<file path="src/rtl/nn_io_pkg.sv">
// Shared types, state codes and helpers for the neural-network host I/O block.
package nn_io_pkg;

  localparam int unsigned DATA_W_DEF = 8;
  localparam int unsigned STATE_W    = 3;

  typedef logic [STATE_W-1:0] state_t;

  localparam state_t ST_IDLE    = 3'd0;
  localparam state_t ST_NRST    = 3'd1;
  localparam state_t ST_FILL    = 3'd2;
  localparam state_t ST_COMPUTE = 3'd3;
  localparam state_t ST_DONE    = 3'd4;
  localparam state_t ST_ERR     = 3'd5;

  // Ceiling log2; clog2(1) = 0, callers clamp to a minimum width of 1.
  function automatic int unsigned clog2(input int unsigned v);
    int unsigned r;
    r = 0;
    if (v > 1) begin
      for (int unsigned x = v - 1; x > 0; x = x >> 1) begin
        r = r + 1;
      end
    end
    return r;
  endfunction

endpackage

</file>
<file path="src/rtl/nn_io_regfile.sv">
// Small register file: one synchronous write port, one combinational read
// port, synchronous clear. Out-of-range writes are dropped, reads return 0.
module nn_io_regfile #(
  parameter int unsigned DEPTH  = 2,
  parameter int unsigned DATA_W = 8,
  parameter int unsigned AW     = 1
) (
  input  logic              clk,
  input  logic              clr_i,
  input  logic              we_i,
  input  logic [AW-1:0]     waddr_i,
  input  logic [DATA_W-1:0] wdata_i,
  input  logic [AW-1:0]     raddr_i,
  output logic [DATA_W-1:0] rdata_o
);

  logic [DATA_W-1:0] mem_q [DEPTH];

  always_ff @(posedge clk) begin
    for (int unsigned i = 0; i < DEPTH; i++) begin
      if (clr_i) begin
        mem_q[i] <= '0;
      end else if (we_i && (32'(waddr_i) == i)) begin
        mem_q[i] <= wdata_i;
      end
    end
  end

  always_comb begin
    rdata_o = '0;
    if (32'(raddr_i) < DEPTH) begin
      rdata_o = mem_q[raddr_i];
    end
  end

endmodule

</file>
<file path="src/rtl/nn_io_host.sv">
// Host-side driver for one network instance: owns the input/output register
// files and sequences reset, input fill and compute with a timeout.
module nn_io_host
  import nn_io_pkg::*;
#(
  parameter int unsigned DATA_W  = DATA_W_DEF,
  parameter int unsigned N_IN    = 2,
  parameter int unsigned N_OUT   = 1,
  parameter int unsigned IN_AW   = 1,
  parameter int unsigned OUT_AW  = 1,
  parameter int unsigned TIMEOUT = 1024
) (
  input  logic              clk,
  input  logic              rst,
  input  logic              host_we,
  input  logic [IN_AW-1:0]  host_waddr,
  input  logic [DATA_W-1:0] host_wdata,
  input  logic [OUT_AW-1:0] host_raddr,
  output logic [DATA_W-1:0] host_rdata,
  input  logic              start,
  output logic              busy,
  output logic              done,
  output logic              err,
  output logic [OUT_AW:0]   out_cnt,
  output logic              net_rst,
  output logic              net_fill,
  output logic              net_req,
  input  logic              net_ack_fill,
  input  logic              net_ack,
  input  logic              net_in_trig,
  input  logic [IN_AW-1:0]  net_in_addr,
  output logic [DATA_W-1:0] net_in_data,
  input  logic              net_out_trig,
  input  logic [OUT_AW-1:0] net_out_addr,
  input  logic [DATA_W-1:0] net_out_data
);

  localparam int unsigned TW         = (clog2(TIMEOUT) > 0) ? clog2(TIMEOUT) : 1;
  localparam int unsigned CW         = OUT_AW + 1;
  localparam logic [TW-1:0] TIMER_LAST = TW'(TIMEOUT - 1);
  localparam logic [CW-1:0] CNT_MAX    = CW'(N_OUT);

  state_t        state_q, state_d;
  logic [TW-1:0] timer_q, timer_d;
  logic [CW-1:0] out_cnt_q, out_cnt_d;
  logic          busy_q, done_q, err_q;
  logic          net_rst_q, net_fill_q, net_req_q;
  logic          in_we_c, capture_c;
  logic          unused_in_trig;

  // The input read port is always live; the trigger only qualifies it on the network side.
  assign unused_in_trig = net_in_trig;

  assign in_we_c   = host_we && !busy_q;
  assign capture_c = ((state_q == ST_FILL) || (state_q == ST_COMPUTE)) &&
                     net_out_trig && (32'(net_out_addr) < N_OUT);

  always_comb begin
    state_d   = state_q;
    timer_d   = '0;
    out_cnt_d = out_cnt_q;
    case (state_q)
      ST_IDLE, ST_DONE, ST_ERR: begin
        if (start) state_d = ST_NRST;
      end
      ST_NRST: begin
        state_d = ST_FILL;
      end
      ST_FILL: begin
        if (net_ack_fill) state_d = ST_COMPUTE;
      end
      ST_COMPUTE: begin
        timer_d = timer_q + TW'(1);
        // Ack wins over a timeout landing in the same cycle.
        if (net_ack) begin
          state_d = ST_DONE;
        end else if (timer_q == TIMER_LAST) begin
          state_d = ST_ERR;
        end
      end
      default: begin
        state_d = ST_IDLE;
      end
    endcase

    if (state_d == ST_NRST) begin
      out_cnt_d = '0;
    end else if (capture_c && (out_cnt_q < CNT_MAX)) begin
      out_cnt_d = out_cnt_q + CW'(1);
    end
  end

  // Outputs are registered images of the next state.
  always_ff @(posedge clk) begin
    if (rst) begin
      state_q    <= ST_IDLE;
      timer_q    <= '0;
      out_cnt_q  <= '0;
      busy_q     <= 1'b0;
      done_q     <= 1'b0;
      err_q      <= 1'b0;
      net_rst_q  <= 1'b1;
      net_fill_q <= 1'b0;
      net_req_q  <= 1'b0;
    end else begin
      state_q    <= state_d;
      timer_q    <= timer_d;
      out_cnt_q  <= out_cnt_d;
      busy_q     <= (state_d == ST_NRST) || (state_d == ST_FILL) ||
                    (state_d == ST_COMPUTE);
      done_q     <= (state_d == ST_DONE);
      err_q      <= (state_d == ST_ERR);
      net_rst_q  <= (state_d == ST_NRST);
      net_fill_q <= (state_d == ST_FILL);
      net_req_q  <= (state_d == ST_COMPUTE);
    end
  end

  nn_io_regfile #(
    .DEPTH  (N_IN),
    .DATA_W (DATA_W),
    .AW     (IN_AW)
  ) u_in_mem (
    .clk     (clk),
    .clr_i   (rst),
    .we_i    (in_we_c),
    .waddr_i (host_waddr),
    .wdata_i (host_wdata),
    .raddr_i (net_in_addr),
    .rdata_o (net_in_data)
  );

  nn_io_regfile #(
    .DEPTH  (N_OUT),
    .DATA_W (DATA_W),
    .AW     (OUT_AW)
  ) u_out_mem (
    .clk     (clk),
    .clr_i   (rst),
    .we_i    (capture_c),
    .waddr_i (net_out_addr),
    .wdata_i (net_out_data),
    .raddr_i (host_raddr),
    .rdata_o (host_rdata)
  );

  assign busy     = busy_q;
  assign done     = done_q;
  assign err      = err_q;
  assign out_cnt  = out_cnt_q;
  assign net_rst  = net_rst_q;
  assign net_fill = net_fill_q;
  assign net_req  = net_req_q;

endmodule

</file>
<file path="config.mk">
export PLATFORM = sky130hd
export DESIGN_NAME = nn_io_host
export DESIGN_NICKNAME = d
export VERILOG_FILES = /design/src/rtl/nn_io_pkg.sv /design/src/rtl/nn_io_regfile.sv /design/src/rtl/nn_io_host.sv
export SDC_FILE = /design/constraint.sdc
export NUM_CORES = 1
export LEC_CHECK = 0
export CAP_MARGIN = 20
export CORE_MARGIN = 3
export CORE_UTILIZATION = 45
export DETAILED_ROUTE_END_ITERATION = 12
export HOLD_SLACK_MARGIN = 0.03
export PLACE_DENSITY = 0.74
export REMOVE_ABC_BUFFERS = 1
export SYNTH_ARGS = -nofsm -noshare
export SYNTH_HDL_FRONTEND = slang
export SYNTH_SLANG_ARGS = --single-unit
</file>
<file path="constraint.sdc">
create_clock -name clk -period 4.8 [get_ports clk]
set_clock_uncertainty 0.1 [all_clocks]
set_input_delay 0.48 -clock clk [delete_from_list [all_inputs] [get_ports clk]]
set_output_delay 0.48 -clock clk [all_outputs]
set_load 0.02 [all_outputs]
</file>
==> flow_summary_export.csv, run 1 <==
group,metric,value,unit
synth,ys_ff_latch,45,
route,finalWirelength,3710,um
route,avgViaCountPerCell,5.06,
status,status,"finished clean",
global_routing,gr-total-overflow,0,
sta,slew_headroom,52.8,%
global_routing,grt_usage,15.5,%
floorplanning,rows,23,
synth,synth_warnings,0,
layout,area_delta_synth_final,31.7,%
global_routing,antenna_found_initial,0,
cts,insertion_delay,0.28,ns
power,leakage,0.903,nW
worst_setup_path,path_delay_family,"buffers and inverters",
cts,cts.path.max_buffers,2,
sta,tns,0,ns
worst_setup_path,cp-end-kind,"primary output",
sta,final_max_slew_viol_count,0,
route,wl_per_cell,13.9,um
worst_setup_path,arrival,2.14,ns
sta,min_period_over_period,56.6,%
worst_setup_path,crit_start,"net_in_addr",
sta,holdWs,0.385,ns
placed_design,portBuffers,50,
cts,cts_tree,"yes",
worst_setup_path,critPathLaunchType,"primary input",
route,firstDrtPassIters,4,
placed_design,place.gp.congestion,0.826,
route,drc,0,
floorplanning,io_pins,52,
run,maxCapViolCount,0,
worst_setup_path,r2r_slack,2.84,ns
worst_setup_path,path_common_cell,"clkdlybuf4s50_1",
worst_setup_path,r2r_cells,5,
global_routing,grt_pass1_wl,6250,um
floorplanning,die_w,71.4,um
sta,fin_ws,2.08,ns
worst_setup_path,r2r_start,"timer_q[0]",
layout,antenna_cells,0,
cts,postCtsSetupRepairBufs,0,
worst_setup_path,slowest_stage,"clkdlybuf4s50_1",
cts,cts_resized,0,
placed_design,place_hpwl,2760,um
power,irDropWorstVdd,0.222,mV
synth,ys_types,32,
worst_setup_path,r2r-end,"out_cnt[1]",
floorplanning,initial_core_util,47.4,%
worst_setup_path,crit_fanout,8,
worst_setup_path,cp_data_required_time,4.22,ns
sta,rsz0062_at_grt,"false",
sta,finalHoldViolations,0,
route,ant_nets,0,
layout,drive_gt1_share,8.33,%
min_path,hp-class,"flip-flop to flip-flop",
route,drtIter0Drc,79,
layout,fin_area,2530,um^2
cts,clkTransAtPathRegs,0.07,ns
sta,setup_viol,0,
cts,htreeDepth,2,
worst_setup_path,path_buf_inv,2,
min_path,worstHoldPathCells,1,
global_routing,grt_pass1_vias,1420,
cts,holdBufCountCts,0,
placed_design,placed_area,2450,um^2
worst_setup_path,worstSetupPathDepth,3,
cts,root_buffer,"clkbuf_8",
floorplanning,die_h,71.4,um
cts,cts_buffers,5,
global_routing,grt_max_degree,19,
synth,synth_area_per_cell,11.8,um^2
sta,fmax,368,MHz
placed_design,place_ws,2.07,ns
floorplanning,coreArea,4060,um^2
synth,ys_seq_area_share,59.4,%
floorplanning,die_area,5090,um^2
worst_setup_path,cp_cell_sequence,"clkdlybuf4s50_1 -> mux2_2 -> clkdlybuf4s50_1",
layout,nNetsFinal,245,
cts,cts_num_sinks,45,
synth,syn-instance-count,163,
synth,syn_area,1920,um^2
worst_setup_path,critical_path_class,"primary input to primary output",
power,powerDensity,301,nW/um^2
power,finalPower,0.762,mW
route,vias,1346,
sta,worstMarginPinSlew,0.700,ns
sta,post-route-min-period,2.72,ns
worst_setup_path,slowest_delay,0.72,ns
worst_setup_path,crit_path_end,"net_in_data[1]",
## cell usage in the layout (no fill, tap or decap), drive strengths merged, types with 3 or more instances in the layout
| cell type | n |
|---|---|
| clkdlybuf4s50 | 50 |
| and2 | 24 |
| edfxtp | 24 |
| dfxtp | 21 |
| nor2b | 13 |
| nor2 | 13 |
| mux2 | 8 |
| clkbuf | 8 |
| o21ai | 6 |
| nor3 | 5 |
| xor2 | 5 |
| inv | 4 |
| nand4 | 3 |
| or3 | 3 |
| nand2 | 3 |
## through the flow
step | utilization, % | instances
5_1_grt | 62.4 | 266
4_1_cts | 62.4 | 266
3_5_place_dp | 60.4 | 258
3_3_place_gp | 60.4 | 258
2_1_floorplan | - | 158
6_report | 62.4 | 266
## registers in the layout, indices dropped and copies added, names as in the netlist, 2 cells and up
register / cells
out_cnt: 2
state_q: 3
timer_q: 10
u_in_mem.mem_q: 16
u_out_mem.mem_q: 8
## how the worst min path moves through the flow
stage                     startpoint    endpoint  slack (ns)
final                     timer_q[0]  timer_q[0]        0.39
after global routing      timer_q[0]  timer_q[0]        0.42
after CTS                 timer_q[0]  timer_q[0]        0.40
after detailed placement  timer_q[0]  timer_q[0]        0.38
after global placement    timer_q[0]  timer_q[0]        0.34
after floorplan           timer_q[0]  timer_q[0]        0.33
## layer usage
metal  up-vias  GRT usage [%]  wire length (um)  share of wire [%]
li1        667              -                 -                  -
met5         -              0                 0                  0
met2        35           26.6              1940                 52
met4         0           3.97                13               0.35
met3         2           4.91               196                5.3
met1       642           19.0              1550                 42
## cell usage after synthesis
cell / n / share of area [%]
nor3_1: 5 / 1.3
xor2_1: 5 / 2.3
nand2_1: 3 / 0.59
a311oi_1: 2 / 0.91
nand3_1: 2 / 0.52
ha_1: 2 / 1.3
nor2_1: 13 / 2.5
and4_1: 1 / 0.46
inv_1: 4 / 0.78
nor4bb_1: 1 / 0.52
o21a_1: 2 / 0.78
and2_1: 24 / 7.8
nand3b_1: 2 / 0.78
nor3b_1: 1 / 0.39
nand2b_1: 1 / 0.33
o21ai_0: 6 / 1.6
xnor2_1: 2 / 0.91
mux2i_1: 2 / 1.0
a21oi_1: 2 / 0.52
nand4_1: 3 / 0.98
or3b_2: 1 / 0.46
clkbuf_1: 3 / 0.59
or2_2: 2 / 0.65
a31o_1: 1 / 0.46
edfxtp_1: 24 / 37
a31o_2: 1 / 0.46
mux2_2: 8 / 4.7
or3_1: 3 / 0.98
nor2b_1: 13 / 4.2
dfxtp_1: 21 / 22
a211oi_2: 1 / 0.65
buf_6: 2 / 1.2
## worst reg2reg max path, cell delays in order, from the launching register on
cell      delay (ns)
dfxtp_1         0.38
ha_1            0.20
nand3_1         0.20
nor3_1          0.34
o21ai_0         0.31
a311oi_1        0.35
## logic make-up (layout without fill, tap and decap cells)
| kind of cell | Yosys count | count (layout) | synth area share [%] |
|---|---|---|---|
| xor+xnor | 7 | 7 | 3.19 |
| simple gates | 75 | 75 | 22.5 |
| mux | 10 | 10 | 5.73 |
| compound gates | 15 | 15 | 5.34 |
| flops | 45 | 45 | 59.4 |
| buf+inv | 9 | 62 | 2.54 |
| fa+ha+maj | 2 | 2 | 1.30 |
## area by class of cell
type / instances / area (um^2)
clock buffers: 8 / 80.1
fillers: 320 / 1530
inverters: 4 / 15.0
multi-input cells: 109 / 732
flip-flops and latches: 45 / 1140
well taps: 50 / 62.6
repair buffers: 50 / 500
## power breakdown
group,internal (mW),switching (mW),leakage (nW)
Clock,0.104,0.115,0.0395
Combinational,0.0590,0.0521,0.441
Sequential,0.425,0.00779,0.423
No activity file was read; power rests on OpenSTA's default activity.
==> run 2, diff against run 1 <==
- clock period: 4.8 -> 2.8 ns (I/O delays scaled with it)
==> flow_summary_export.csv, run 2 (synthesis results as in run 1) <==
group,metric,value,unit
power,finalPower,1.44,mW
worst_setup_path,r2r_cells,5,
global_routing,grt_max_degree,19,
cts,htreeDepth,2,
floorplanning,die_h,71.4,um
cts,cts_buffers,5,
sta,slew_headroom,56.8,%
layout,antenna_cells,0,
placed_design,place_hpwl,2710,um
power,powerDensity,560,nW/um^2
sta,rsz0062_at_grt,"false",
worst_setup_path,path_buf_inv,2,
layout,drive_gt1_share,9.26,%
worst_setup_path,path_common_cell,"clkdlybuf4s50_1",
sta,final_max_slew_viol_count,0,
global_routing,antenna_found_initial,0,
placed_design,portBuffers,50,
global_routing,grt_pass1_wl,6280,um
layout,regMostFlops,"u_in_mem.mem_q",
cts,postCtsSetupRepairBufs,0,
floorplanning,io_pins,52,
min_path,worstHoldPathCells,1,
sta,finalHoldViolations,0,
worst_setup_path,slowest_delay,0.67,ns
floorplanning,coreArea,4060,um^2
placed_design,place_ws,0.532,ns
floorplanning,die_w,71.4,um
layout,largest_reg_flops,16,
worst_setup_path,cp_cell_sequence,"clkdlybuf4s50_1 -> mux2_2 -> clkdlybuf4s50_1",
run,maxCapViolCount,0,
sta,setup_viol,0,
cts,holdBufCountCts,0,
layout,reg.largest.list,"u_in_mem.mem_q x16, timer_q x10, u_out_mem.mem_q x8",
layout,seq_area,1140,um^2
worst_setup_path,slowest_stage,"clkdlybuf4s50_1",
layout,area_delta_synth_final,33.6,%
placed_design,place.gp.congestion,0.833,
sta,worstMarginPinSlew,0.641,ns
route,firstDrtPassIters,4,
layout,fillers,300,
sta,tns,0,ns
sta,post-route-min-period,2.24,ns
worst_setup_path,critPathLaunchType,"primary input",
min_path,hp-class,"flip-flop to flip-flop",
sta,fmax,446,MHz
global_routing,grt_pass1_vias,1387,
cts,cts.path.max_buffers,2,
sta,fin_ws,0.556,ns
global_routing,gr-total-overflow,0,
worst_setup_path,cp-end-kind,"primary output",
layout,mostFrequentLayoutCell,"clkdlybuf4s50_1",
floorplanning,die_area,5090,um^2
route,drtIter0Drc,64,
sta,min_period_over_period,80.2,%
route,vias,1365,
cts,root_buffer,"clkbuf_8",
power,leakage,0.922,nW
worst_setup_path,arrival,1.86,ns
status,status,"finished clean",
route,finalWirelength,3820,um
worst_setup_path,worstSetupPathDepth,3,
floorplanning,rows,23,
cts,insertion_delay,0.30,ns
power,irDropWorstVdd,0.397,mV
route,drc,0,
layout,layout_common_cells,"clkdlybuf4s50_1, and2_1, edfxtp_1, dfxtp_1",
worst_setup_path,path_delay_family,"buffers and inverters",
worst_setup_path,crit_fanout,8,
floorplanning,initial_core_util,47.4,%
cts,clkTransAtPathRegs,0.08,ns
route,wl_per_cell,14.4,um
global_routing,grt_usage,15.8,%
cts,cts_tree,"yes",
layout,nNetsFinal,245,
worst_setup_path,cp_data_required_time,2.42,ns
cts,cts_resized,0,
layout,multi_input_area,732,um^2
cts,cts_num_sinks,45,
route,ant_nets,0,
route,avgViaCountPerCell,5.13,
layout,utilization,63.3,%
worst_setup_path,critical_path_class,"primary input to primary output",
==> run 2: changes by cell type in the layout (fill, tap and decap cells not counted) <==
cell and delta:
bufinv_16 +1, clkbuf_1 -2, clkbuf_8 +1
==> run 2: worst paths after layout <==
kind / from / end / slack, ns
max: net_in_addr / net_in_data[7] / 0.56
min: timer_q[0] / timer_q[0] / 0.37
min reg2reg: timer_q[0] / timer_q[0] / 0.37
max reg2reg: timer_q[0] / net_rst / 0.84
==> run 2: report_power, final <==
part / switching (mW) / internal (mW) / leakage [nW] / total [mW]
logic: 0.0894 / 0.101 / 0.441 / 0.191
registers: 0.0145 / 0.728 / 0.423 / 0.743
clock network: 0.213 / 0.291 / 0.0585 / 0.504
==> run 2: layout make-up <==
class,count,area share [%]
inverters,4,0.585
clock buffers,7,3.36
multi-input cells,109,28.5
clock inverters,1,1.17
well taps,50,2.44
flip-flops and latches,45,44.4
repair buffers,50,19.5
==> run 2: worst reg2reg max path, stage by stage, from the launching register on <==
cell     delay (ns)
dfxtp_1        0.38
ha_1           0.21
nand3_1        0.19
nor3_1         0.37
o21ai_0        0.30
a31o_2         0.33
==> run 2: routing by layer <==
metal | wire length [um] | GRT usage [%]
met5 | 0 | 0
met4 | 74 | 6.89
met3 | 241 | 5.75
met2 | 1860 | 26.3
met1 | 1640 | 18.3
==> run 2: metrics by stage <==
step                hold WS, ns  instance area, um^2  cells
floorplan                 0.245                 1890    158
global placement          0.341                 2450    258
detailed placement        0.356                 2450    258
CTS                       0.374                 2570    266
global route              0.409                 2570    266
finish                    0.368                 2570    266
==> run 3, diff against run 2 <==
- clock period: 2.8 -> 2.31 ns (I/O delays scaled with it)
==> flow_summary_export.csv, run 3 (synthesis results as in run 1) <==
group,metric,value,unit
layout,largest_reg_flops,16,
sta,worstMarginPinSlew,0.648,ns
worst_setup_path,arrival,1.82,ns
sta,rsz0062_at_grt,"false",
cts,cts.path.max_buffers,2,
global_routing,grt_max_degree,14,
worst_setup_path,cp_data_required_time,1.98,ns
worst_setup_path,r2r_cells,5,
sta,post-route-min-period,2.15,ns
cts,root_buffer,"clkbuf_8",
layout,drive_gt1_share,9.68,%
worst_setup_path,r2r-end,"out_cnt[1]",
worst_setup_path,r2r_slack,0.39,ns
layout,nNetsFinal,246,
cts,holdBufCountCts,0,
route,wl_per_cell,13.6,um
power,irDropWorstVdd,0.354,mV
layout,layout_common_cells,"clkdlybuf4s50_1, and2_1, edfxtp_1, dfxtp_1",
cts,insertion_delay,0.29,ns
floorplanning,die_area,5090,um^2
route,firstDrtPassIters,4,
layout,fillers,313,
power,powerDensity,622,nW/um^2
worst_setup_path,cp-end-kind,"primary output",
global_routing,grt_pass1_vias,1324,
floorplanning,rows,23,
sta,fmax,465,MHz
route,ant_nets,0,
run,maxCapViolCount,0,
sta,setup_viol,0,
global_routing,grt_usage,15.8,%
layout,seq_area,1140,um^2
worst_setup_path,crit_fanout,8,
layout,multi_input_area,732,um^2
global_routing,antenna_found_initial,0,
floorplanning,die_h,71.4,um
worst_setup_path,r2r_start,"timer_q[0]",
route,vias,1342,
cts,cts_buffers,5,
route,drtIter0Drc,55,
global_routing,gr-total-overflow,0,
placed_design,dpl.cell_count,259,
route,drc,0,
min_path,hp-class,"flip-flop to flip-flop",
sta,min_period_over_period,93.1,%
sta,final_max_slew_viol_count,0,
global_routing,grt_pass1_wl,6250,um
cts,postCtsSetupRepairBufs,0,
worst_setup_path,crit_start,"net_in_addr",
sta,slew_headroom,56.3,%
layout,mostFrequentLayoutCell,"clkdlybuf4s50_1",
floorplanning,io_pins,52,
power,leakage,0.914,nW
layout,antenna_cells,0,
cts,cts_resized,0,
placed_design,place_hpwl,2790,um
sta,tns,0,ns
route,finalWirelength,3620,um
placed_design,portBuffers,50,
floorplanning,die_w,71.4,um
floorplanning,coreArea,4060,um^2
layout,regMostFlops,"u_in_mem.mem_q",
layout,final_cell_count_no_fill,267,
worst_setup_path,crit_path_end,"net_in_data[3]",
floorplanning,initial_core_util,47.4,%
cts,cts_tree,"yes",
status,status,"finished clean",
sta,finalHoldViolations,0,
cts,clkTransAtPathRegs,0.08,ns
placed_design,place.gp.congestion,0.817,
cts,cts_num_sinks,45,
worst_setup_path,critPathLaunchType,"primary input",
layout,reg.largest.list,"u_in_mem.mem_q x16, timer_q x10, u_out_mem.mem_q x8",
layout,area_delta_synth_final,32.2,%
worst_setup_path,critical_path_class,"primary input to primary output",
cts,htreeDepth,2,
route,avgViaCountPerCell,5.03,
-- run 3: where the power goes --
group / leakage [nW] / internal [mW] / switching [mW] / total (mW)
logic: 0.446 / 0.124 / 0.105 / 0.229
registers: 0.423 / 0.883 / 0.0179 / 0.900
clock network: 0.0450 / 0.210 / 0.242 / 0.452
total: 0.914 / 1.22 / 0.365 / 1.58
-- run 3: how the worst min path moves through the flow --
stage,from,to,slack [ns],cells past startpoint
4_1_cts,timer_q[0],timer_q[0],0.36,1
3_3_place_gp,timer_q[0],timer_q[0],0.33,1
6_report,timer_q[0],timer_q[0],0.36,1
2_1_floorplan,rst,busy,0.20,1
5_1_grt,timer_q[0],timer_q[0],0.40,1
3_5_place_dp,timer_q[0],timer_q[0],0.35,1
-- run 3: layer usage --
metal / global-route usage, % / share of wire, % / vias up
met5: 0 / 0 / -
met4: 6.26 / 1.6 / 0
met3: 4.21 / 4.9 / 4
met2: 26.2 / 50 / 33
met1: 19.6 / 44 / 636
li1: - / - / 669
-- run 3: worst max-delay path, stage by stage --
cell and delay (ns):
clkdlybuf4s50_1 0.67, mux2_2 0.38, clkdlybuf4s50_1 0.54
-- run 3: final cells by class --
class,count,area share (%)
clock buffer,6,2.86
clock inverter,2,0.394
inverter,4,0.591
multi-input combinational,109,28.8
sequential,45,44.9
tap,50,2.46
timing repair buffer,51,20.0
-- run 3: through the flow --
stage | util, % | hold slack [ns] | power, mW | worst slack (ns) | area, um^2
after floorplan | - | 0.196 | 1.02 | 0.685 | 1890
after global placement | 60.6 | 0.334 | 1.14 | 0.157 | 2460
after detailed placement | 60.6 | 0.351 | 1.15 | 0.134 | 2460
after CTS | 62.6 | 0.365 | 1.60 | 0.126 | 2540
after global routing | 62.6 | 0.397 | 1.65 | 0.0808 | 2540
final | 62.6 | 0.363 | 1.58 | 0.158 | 2540
==> variant: new RTL, settings of run 2 <==
Change the parameter `N_IN` from 2 to 4.
--- a/src/rtl/nn_io_host.sv
+++ b/src/rtl/nn_io_host.sv
@@ -4,7 +4,7 @@
   import nn_io_pkg::*;
 #(
   parameter int unsigned DATA_W  = DATA_W_DEF,
-  parameter int unsigned N_IN    = 2,
+  parameter int unsigned N_IN    = 4,
   parameter int unsigned N_OUT   = 1,
   parameter int unsigned IN_AW   = 1,
   parameter int unsigned OUT_AW  = 1,
Check against the original RTL: same outputs for any inputs over 10 cycles, from zero or initial values and one cycle with rst high; that may be too few to reach the edited logic, so the function may still have changed.
==> variant against run 2 <==
Setup slack got worse by 0.036 ns. Routed wire length rose by 0.86%. Sequential share of layout area rose by 0.15 points. Final area fell by 0.34%. Count of clock-buffer cells in the layout fell by 1. Critical path depth did not move. Sequential cell count did not move. Via count fell by 2.1%. Total power fell by 2.5%. Register-to-register slack improved by 0.14 ns. Clock power fell by 5.4%. Area after synthesis fell by 0.65%. Critical endpoint is now net_in_data[5]. Largest cell class unchanged. Highest routed layer unchanged.
==> variant: results (changes against run 2) <==
stage,metric,value,unit,change
clock_tree,H-Tree Depth,2,,unchanged
routing,Wirelength per Cell,14.6,um,was 14.4 um
synth,Avg Inst Size Synth,11.9,um2,was 11.8 um2
layout,Largest regs,"u_in_mem.mem_q (16), timer_q (10), u_out_mem.mem_q (8)",,unchanged
clock_tree,Worst-Skew Late Latency,0.30,ns,about the same
global_routing,Total GRT Usage,0.164,,was 0.158
synth,"Seq/Total Area, Yosys",0.598,,was 0.594
routing,Post-Route WL,3850,um,was 3820 um
layout,Final nets,242,,was 245
global_routing,initial antenna violation count,0,,unchanged
timing,Final min period,2.28,ns,was 2.24 ns
placed_design,placed insts,255,,was 258
worst_hold_path,Hold Crit Class,reg -> reg,,unchanged
routing,Iter 0 DRT Violations,46,,was 64
layout,share of layout cells above drive strength 1,0.0892,,was 0.0926
clock_tree,Inserted Clock Buffers,5,,unchanged
status,run status,finished clean,,unchanged
clock_tree,Post-CTS Resized,0,,unchanged
placed_design,DP Wirelength,2830,um,was 2710 um
pwr,internal power,1.09,mW,was 1.12 mW
timing,Slew Limit Fails,0,,unchanged
synth,Post-synth EDFFs,24,,unchanged
synth,Unique masters post-synth,36,,was 32
routing,Pre-antenna DRT Iters,4,,unchanged
synth,synth top area cells,"edfxtp_1 (38%), dfxtp_1 (22%), and2_1 (7.9%)",,"was edfxtp_1 (38%), dfxtp_1 (22%), and2_1 (7.8%)"
pwr,worst vdd ir,0.312,mV,was 0.397 mV
layout,Filler Cells Inserted,331,,was 300
global_routing,vias in the first global route,1361,,"was 1,387"
clock_tree,Post-CTS Repair Setup Buffers,0,,unchanged
global_routing,first-pass GRT wire length,6360,um,was 6280 um
routing,Via Count,1337,,"was 1,365"
synth,top post-synthesis cells by count,"and2_1 (24), edfxtp_1 (24), dfxtp_1 (21), nor2_1 (14), nor2b_1 (13)",,"was and2_1 (24), edfxtp_1 (24), dfxtp_1 (21), nor2_1 (13), nor2b_1 (13)"
timing,worst relative slew slack,0.625,,was 0.568
pwr,Lkg Pwr,0.930,nW,was 0.922 nW
clock_tree,Max Root-Sink Buffers,2,,unchanged
clock_tree,CTS Root Cell,clkbuf_8,,unchanged
placed_design,routability congestion estimate,0.805,,was 0.833
worst_setup_path,CP arrival,1.90,ns,was 1.86 ns
synth,main flop type after synthesis,edfxtp_1,,unchanged
-- variant: cell count changes in the layout (fill, tap and decap cells not counted), moves of 2 or more --
cell / before / now
a21oi_1: 2 / 0
and3_1: 0 / 2
nand4_1: 3 / 1
o21ai_0: 6 / 2
or3_1: 3 / 1
-- variant: kinds of logic after synthesis --
kind of cell | after synthesis | share of synthesized area
multiplexers | 10 | 0.0577
XOR/XNOR | 9 | 0.0413
AO/OA/AOI/OAI | 12 | 0.0524
flip-flops | 45 | 0.598
AND/OR/NAND/NOR | 74 | 0.221
adder cells (fa/ha/maj) | 2 | 0.0131
buffers and inverters | 8 | 0.0164
-- variant: power by group through the flow --
stage / logic [mW] / registers, mW / clock network [mW]
2_1_floorplan: 0.0771 / 0.759 / 0
3_5_place_dp: 0.184 / 0.756 / 0
3_3_place_gp: 0.181 / 0.754 / 0
5_1_grt: 0.197 / 0.744 / 0.518
4_1_cts: 0.185 / 0.740 / 0.488
6_report: 0.183 / 0.740 / 0.477
-- variant: final timing paths --
path,cells past startpoint,start,to,slack [ns]
hold / removal,1,timer_q[0],timer_q[0],0.39
hold reg to reg,1,timer_q[0],timer_q[0],0.39
setup / recovery,3,net_in_addr,net_in_data[5],0.52
setup reg to reg,5,timer_q[0],out_cnt[1],0.98
-- variant: final cells by class --
cell class / instances / area share
multi-input cells: 107 / 0.288
repair buffers: 50 / 0.196
inverters: 3 / 0.00440
well taps: 50 / 0.0244
flip-flops and latches: 45 / 0.446
clock buffers: 6 / 0.0284
clock inverters: 2 / 0.0132
-- variant: critical path: stages --
cell and delay [ns]:
clkdlybuf4s50_1 0.69, mux2_2 0.39, clkdlybuf4s50_1 0.54
-- variant: stage by stage --
| stage | power (mW) | area [um2] | setup slack [ns] |
|---|---|---|---|
| 2_1_floorplan | 0.837 | 1890 | 1.16 |
| 3_3_place_gp | 0.935 | 2450 | 0.531 |
| 3_5_place_dp | 0.940 | 2450 | 0.485 |
| 4_1_cts | 1.41 | 2560 | 0.487 |
| 5_1_grt | 1.46 | 2560 | 0.455 |
| 6_report | 1.40 | 2560 | 0.520 |
-- variant: routing by layer --
metal,share of wire,GRT usage,wire length (um),vias to the layer above
li1,-,-,-,662
met1,0.42,0.189,1630,633
met2,0.50,0.277,1920,37
met3,0.069,0.0710,265,5
met4,0.0099,0.0501,38,0
met5,0,0,0,-
